**src/rtl/mult_pkg.sv**
```systemverilog
// rtl/mult_pkg.sv - shared constants, stage-entry type and helpers for the mult pipeline controller
package mult_pkg;

    localparam int MUL_LAT = 5;
    localparam int ALU_LAT = 2;

    // Zero-based index of the stage whose writeback lands in the same cycle as a new non-mult op
    localparam int CONFLICT_IDX = MUL_LAT - ALU_LAT - 1;

    localparam int CNT_W = $clog2(MUL_LAT + 1);

    localparam logic [6:0] MUL_FUNCT7 = 7'b0000001;
    localparam logic [6:0] MUL_OPCODE = 7'b0110011;

    typedef struct packed {
        logic       valid;
        logic [4:0] rd;
        logic       rd_we;
    } stage_t;

    // Decode helper for the issue stage that produces iss_is_mul_i
    function automatic logic is_mul_op(input logic [6:0] funct7, input logic [6:0] opcode);
        return (funct7 == MUL_FUNCT7) && (opcode == MUL_OPCODE);
    endfunction

    function automatic logic [CNT_W-1:0] popcount(input logic [MUL_LAT-1:0] v);
        logic [CNT_W-1:0] cnt;
        cnt = '0;
        for (int i = 0; i < MUL_LAT; i++) begin
            cnt = cnt + CNT_W'(v[i]);
        end
        return cnt;
    endfunction

endpackage

```
**src/rtl/mult_hazard_cmp.sv**
```systemverilog
// rtl/mult_hazard_cmp.sv - compares one source register against every mult stage entry
module mult_hazard_cmp
    import mult_pkg::*;
(
    input  logic [4:0]               rs_i,
    input  stage_t [MUL_LAT-1:0]     stages_i,
    output logic [MUL_LAT-1:0]       hit_o
);

    // x0 never matches: it is hardwired zero, so a pending write to it is harmless
    always_comb begin
        hit_o = '0;
        for (int k = 0; k < MUL_LAT; k++) begin
            hit_o[k] = (rs_i != 5'd0) && stages_i[k].valid && stages_i[k].rd_we
                       && (stages_i[k].rd == rs_i);
        end
    end

endmodule

```
**src/rtl/mult_pipe_ctrl.sv**
```systemverilog
// rtl/mult_pipe_ctrl.sv - mult pipeline scoreboard, hazard/stall and writeback control (option: MULT_PIPE_CTRL_BYPASS_EN)
module mult_pipe_ctrl
    import mult_pkg::*;
(
    input  logic       clk_i,
    input  logic       rsn_i,
    input  logic       kill_i,
    input  logic       iss_valid_i,
    input  logic       iss_is_mul_i,
    input  logic [4:0] iss_rd_i,
    input  logic       iss_rd_we_i,
    input  logic [4:0] iss_rs1_i,
    input  logic [4:0] iss_rs2_i,
    output logic       stall_o,
    output logic       wb_sel_mul_o,
    output logic [4:0] wb_addr_o,
    output logic       wb_we_o,
    output logic       byp_rs1_o,
    output logic       byp_rs2_o,
    output logic       busy_o,
    output logic [2:0] inflight_o
);

    stage_t [MUL_LAT-1:0] stage_q;
    stage_t [MUL_LAT-1:0] stage_d;

    logic [MUL_LAT-1:0] hit_rs1;
    logic [MUL_LAT-1:0] hit_rs2;
    logic [MUL_LAT-1:0] valid_vec;
    logic               raw_hazard;
    logic               wb_conflict;
    logic               issue_mul;

`ifdef MULT_PIPE_CTRL_BYPASS_EN
    // The last stage is forwarded instead of waited on
    localparam logic [MUL_LAT-1:0] HAZ_WIN = {1'b0, {(MUL_LAT-1){1'b1}}};
`else
    localparam logic [MUL_LAT-1:0] HAZ_WIN = {MUL_LAT{1'b1}};
`endif

    mult_hazard_cmp u_cmp_rs1 (
        .rs_i     (iss_rs1_i),
        .stages_i (stage_q),
        .hit_o    (hit_rs1)
    );

    mult_hazard_cmp u_cmp_rs2 (
        .rs_i     (iss_rs2_i),
        .stages_i (stage_q),
        .hit_o    (hit_rs2)
    );

    // Stall decision: RAW on an in-flight mult, or a non-mult that would collide at writeback
    always_comb begin
        raw_hazard  = iss_valid_i && (|((hit_rs1 | hit_rs2) & HAZ_WIN));
        wb_conflict = iss_valid_i && !iss_is_mul_i && iss_rd_we_i
                      && stage_q[CONFLICT_IDX].valid && stage_q[CONFLICT_IDX].rd_we;
        stall_o     = raw_hazard || wb_conflict;
        issue_mul   = iss_valid_i && iss_is_mul_i && !stall_o && !kill_i;
`ifdef MULT_PIPE_CTRL_BYPASS_EN
        byp_rs1_o   = iss_valid_i && hit_rs1[MUL_LAT-1];
        byp_rs2_o   = iss_valid_i && hit_rs2[MUL_LAT-1];
`else
        byp_rs1_o   = 1'b0;
        byp_rs2_o   = 1'b0;
`endif
    end

    // Next stage contents: shift every cycle, S1 only takes a surviving mult issue
    always_comb begin
        stage_d    = '0;
        if (issue_mul) begin
            stage_d[0].valid = 1'b1;
            stage_d[0].rd    = iss_rd_i;
            stage_d[0].rd_we = iss_rd_we_i;
        end
        for (int k = 1; k < MUL_LAT; k++) begin
            stage_d[k] = stage_q[k-1];
        end
    end

    // Stage register; reset drops every in-flight entry so nothing writes back afterwards
    always_ff @(posedge clk_i or negedge rsn_i) begin
        if (!rsn_i) begin
            stage_q <= '0;
        end else begin
            stage_q <= stage_d;
        end
    end

    // Writeback and occupancy status straight from the stage register
    always_comb begin
        for (int k = 0; k < MUL_LAT; k++) begin
            valid_vec[k] = stage_q[k].valid;
        end
        wb_sel_mul_o = stage_q[MUL_LAT-1].valid;
        wb_addr_o    = stage_q[MUL_LAT-1].rd;
        wb_we_o      = stage_q[MUL_LAT-1].valid && stage_q[MUL_LAT-1].rd_we;
        busy_o       = |valid_vec;
        inflight_o   = popcount(valid_vec);
    end

endmodule

```
**config.mk**
```make
export PLATFORM = sky130hd
export DESIGN_NAME = mult_pipe_ctrl
export DESIGN_NICKNAME = d
export VERILOG_FILES = /design/src/rtl/mult_pkg.sv /design/src/rtl/mult_hazard_cmp.sv /design/src/rtl/mult_pipe_ctrl.sv
export SDC_FILE = /design/constraint.sdc
export NUM_CORES = 1
export LEC_CHECK = 0
export CAP_MARGIN = 0
export CELL_PAD_IN_SITES_DETAIL_PLACEMENT = 0
export CELL_PAD_IN_SITES_GLOBAL_PLACEMENT = 1
export CORE_MARGIN = 4
export CORE_UTILIZATION = 44
export DETAILED_ROUTE_END_ITERATION = 6
export PLACE_DENSITY = 0.81
export SETUP_SLACK_MARGIN = 0.02
export SLEW_MARGIN = 10
export SYNTH_ARGS = -nofsm -noshare
export SYNTH_HDL_FRONTEND = slang
export SYNTH_SLANG_ARGS = --single-unit
```
**constraint.sdc**
```tcl
create_clock -name clk_i -period 3.2 [get_ports clk_i]
set_input_delay 0.64 -clock clk_i [delete_from_list [all_inputs] [get_ports clk_i]]
set_output_delay 0.64 -clock clk_i [all_outputs]
set_load 0.05 [all_outputs]
```
Yosys cells after proc, flatten, opt, wreduce, memory -nomap -nowiden --
Index checks and enable logic that the tools add are counted.
Cells by class: add/subtract/negate cells 4, $mul 0, div/mod/pow operators 0, $lt $le $gt $ge 0, equality and inequality tests 10, shifts and indexed selects 0, multiplexer cells 1, bitwise gates (word level) 1, reductions and logical operators 47
Operator list (count):
- 5-bit == test | 10
- 1-bit logical AND | 39
- 5-bit nonzero test | 2
- 5-bit OR reduction | 2
- 7-bit 2-to-1 mux | 1
- 3-bit by 1-bit adder with 3-bit output | 2
- 5-bit bitwise OR | 1
- 2-bit by 1-bit adder with 3-bit output | 1
- 1-bit zero test | 3
- 1-bit by 1-bit adder with 2-bit output | 1
- 1-bit logical OR | 1
Storage, ports and cells: register bits after elaboration 35, bits in latches 0, RAM bits 0, memory bits (read-only) 0, output and inout port bits 14, memories 0

Depth between registers and ports, before layout --
depth in word-level cells 12, mapped depth 7, mapped depth without buffers 6

Modules after synthesis --
A second synthesis with hierarchy kept.
Unflattened totals: cells, all modules 159, area total of the unflattened synthesis 1843.0 µm²
Modules (own cells, without submodules):
- mult_pipe_ctrl | times used 1, cells each 65, area each 1139.8 µm², sequential area each 875.8 µm²
- mult_hazard_cmp | times used 2, cells each 47, area each 351.6 µm², sequential area each 0.0 µm²

Least setup slack after synthesis --
Ideal clock, no wire load.
path kind input to output, start input port iss_rs2_i[3], end output port stall_o, arrival 2108 ps, path slack 452 ps, cell stages on the path 6, path buffers 1, path through buf_4 -> xor2_1 -> nor3_1 -> nand4_1 -> a21oi_1 -> o21a_1
Between the ends: word-level cells in the longest chain between the ends 8, elaborated cells between the ends (all ways) 25
RTL lines:
- from (decl) | line mult_pipe_ctrl.sv:13 | input logic [4:0] iss_rs2_i,
- 5-bit nonzero test | line mult_hazard_cmp.sv:14 | hit_o[k] = (rs_i != 5'd0) && stages_i[k].valid && stages_i[k].rd_we
- 1-bit logical AND (2 in series) | line mult_hazard_cmp.sv:14
- 1-bit logical AND | line mult_hazard_cmp.sv:15 | && (stages_i[k].rd == rs_i);
- 5-bit bitwise OR * | line mult_pipe_ctrl.sv:55 | raw_hazard = iss_valid_i && (|((hit_rs1 | hit_rs2) & HAZ_WIN));
- 5-bit OR reduction * | line mult_pipe_ctrl.sv:55
- 1-bit logical AND * | line mult_pipe_ctrl.sv:55
- 1-bit logical OR * | line mult_pipe_ctrl.sv:58 | stall_o = raw_hazard || wb_conflict;
- to (decl) | line mult_pipe_ctrl.sv:14 | output logic stall_o,
Mark *: on every way between the ends. The rest lies on a longest branch, timed or not.

Worst setup path in the final report --
start input port iss_rs1_i[1], end output port stall_o
Between the ends: word-level cells in the longest chain between the ends 8, elaborated cells between the ends (all ways) 25
RTL lines:
- from (decl) | line mult_pipe_ctrl.sv:12 | input logic [4:0] iss_rs1_i,
- 5-bit nonzero test | line mult_hazard_cmp.sv:14
- 1-bit logical AND (2 in series) | line mult_hazard_cmp.sv:14
- 1-bit logical AND | line mult_hazard_cmp.sv:15
- 5-bit bitwise OR * | line mult_pipe_ctrl.sv:55
- 5-bit OR reduction * | line mult_pipe_ctrl.sv:55
- 1-bit logical AND * | line mult_pipe_ctrl.sv:55
- 1-bit logical OR * | line mult_pipe_ctrl.sv:58
Marked as above.

==> run metrics <==
status finished, final reports clean; critical path's largest stage delay about 0.57 ns; global-route wire length before repair 6.38 mm; WS Path Type in2out; Peak Freq between 300 and 400 MHz; HP Class reg2reg; crit-path max FO 4; # H-tree levels 2; M1 WL 1.61 mm; Buf/Inv on CP 3; max_cap viols 0; full die area approximately 5400 µm²; root buf cell clkbuf_8; share of layout cells above drive strength 1 17.6%; crit path cell chain clkdlybuf4s50_1, buf_4, xnor2_1, nand4_1, a21oi_2, a2111o_1, o21a_1, buf_12; Routed WL 3.83 mm; top-area cell type share of the netlist area a little under half; number of warnings issued by yosys 0; I/O Pins 35; critical path arrival 2.48 ns; Hold Buf Count CTS 0; GRT Resource Usage Total between 15 and 20%; ant diodes 0; Netlist Area Pre-Place 1900 µm²; Worst Setup Start Kind input port; Final Cycle Share 97.4%; wire per inst 15.0 µm; DR iter-0 viols between 50 and 60; Pleak 1.13 nW; # DRC 0; Clk pin slew, worst setup/hold paths around 0.060 ns; CTS tree built; Chip Height about 74 µm; Final Hold Vio Count 0; Setup crit end kind output pin; count leader, synth dfrtp_1; crit path time final between 3 and 4 ns; top_reg_cell synth dfrtp_1; Worst slew margin between 60% and 70%; via/cell ratio 5.01; number of global-route vias before repair 1365; vias post-DR about 1300; Met3 Wirelength 195 µm; Worst Tran Pin Value roughly 0.52 ns; Clock Latency Late Sink ~0.28 ns; TritonRoute pass-1 iters 4; Async S/R FF share, synth 100%; delay-heaviest family, CP buffers and inverters; leading post-synthesis cells by cell area dfrtp_1 (46%), xor2_1 (13%), xnor2_1 (9.7%); syn avg cell area 11.5 µm²; total CTS buffers 5; PortBufs 32; Synth cell types 29; top cells by count, synth dfrtp_1 (35), xor2_1 (29), xnor2_1 (21), nor3_1 (13), buf_4 (10); hpwl dp 3.00 mm; final instance area 2400 µm²; Pwr Total 0.000978 W; Final nets 229; post-route ant nets 0; Area Overhead vs Synth 26.0%; grt ovf 0; Met2 Routed Length ~2 mm; DR top layer met4; sequential area share after synthesis approximately 46%; post-synthesis cell count 165; Bufs on Longest Clock Path 2; core area ~4100 µm²; critical path's slowest cell clkdlybuf4s50_1; # rows 23; skew final 0.00550 ns; EDFF count, synth 0; Die W 73.8 µm; placer congestion estimate between 0.8 and 0.9; Critical Path RT approximately 2.6 ns; initial antenna violation count 0; worst-case vdd ir drop 0.000222 V; area leader, netlist dfrtp_1; Final setup viols 0; dpl cell area 2210 µm²; Fillers 345; FF+latch count, synth 35; Pins Over Slew Limit 0; Initial Util approximately 47%; pin count of the biggest net entering global routing 36; pwr dens between 400 and 500 nW/µm²; Sink Count 35
## placed cells by master, fill, tap and decap left out, types with 6 or more instances in the layout
| cell | Yosys | final |
|---|---|---|
| clkbuf_8 | 1 | 7 |
| nand3b_1 | 6 | 6 |
| nor3_1 | 13 | 13 |
| xnor2_1 | 21 | 21 |
| dfrtp_1 | 35 | 35 |
| nand4_1 | 8 | 8 |
| clkdlybuf4s50_1 | 0 | 21 |
| xor2_1 | 29 | 27 |
| buf_4 | 10 | 15 |
## kinds of logic after synthesis
group / after synthesis / synth area share [%]
xor+xnor: 50 / 23.0
other cells: 1 / 0.197
simple gates: 49 / 16.3
flops: 35 / 46.0
fa+ha+maj: 4 / 3.42
compound gates: 6 / 2.24
buf+inv: 20 / 8.81
## where the power goes
part	switching, W	total, W	internal, W
Combinational	0.0000926	0.000169	0.0000764
Sequential	0.0000135	0.000468	0.000455
Clock	0.000145	0.000341	0.000196
Total	0.000251	0.000978	0.000727
## routing by layer
layer / track usage [%] / vias to the layer above
met2: 26.1 / 33
met4: 4.63 / 0
li1: - / 620
met3: 3.97 / 8
met1: 19.2 / 616
met5: 0 / -
## registers in the layout, indices dropped and copies added (netlist names)
register / cells
wb_sel_mul_o: 1
wb_addr_o: 5
stage_q: 1
stage_d: 28
## worst paths after layout
kind / start / to / slack, ns / cells past startpoint
max: iss_rs1_i[1] / stall_o / 0.08 / 8
min: stage_d[28] / stage_q[28] / 0.37 / 0
max reg2reg: stage_d[24] / stage_d[13] / 1.24 / 9
min reg2reg: stage_d[28] / stage_q[28] / 0.37 / 0
max in group asynchronous: rsn_i / wb_addr_o[1] / 2.13 / 2
min in group asynchronous: rsn_i / stage_d[26] / 0.76 / 2
## area by class of cell
type | instances | area (µm²) | area share [%]
inverter | 2 | 7.51 | 0.313
tap | 50 | 62.6 | 2.61
clock buffer | 8 | 100 | 4.18
sequential | 35 | 876 | 36.5
timing repair buffer | 49 | 473 | 19.7
multi-input combinational | 111 | 878 | 36.6
## repair_timing
item	4_1_cts	5_1_grt
setup endpoints to repair	1	2
resized for setup	4	10
setup buffers	0	7
pin swaps	0	6
endpoints found under the hold margin	0	0
## stage by stage
stage	utilization, %	instances	setup slack, ns	setup TNS [ns]	hold slack (ns)
after global routing	58.7	255	-0.00556	-0.00556	0.407
final	58.7	255	0.0818	0	0.373
after floorplan	-	166	0.452	0	0.344
after CTS	56.4	248	0.0299	0	0.375
after detailed placement	54.1	240	-0.0467	-0.0467	0.360
after global placement	54.1	240	0.00576	0	0.358
## worst register-to-register path, stage by stage (launching register included)
cell and delay, ns:
dfrtp_1 0.42, xor2_2 0.15, nor3_1 0.07, nand4_1 0.11, a21oi_2 0.06, a2111o_1 0.43, buf_4 0.15, buf_4 0.12
buf_4 0.15, nor4b_2 0.21
Power figures use the tool's default switching activity.
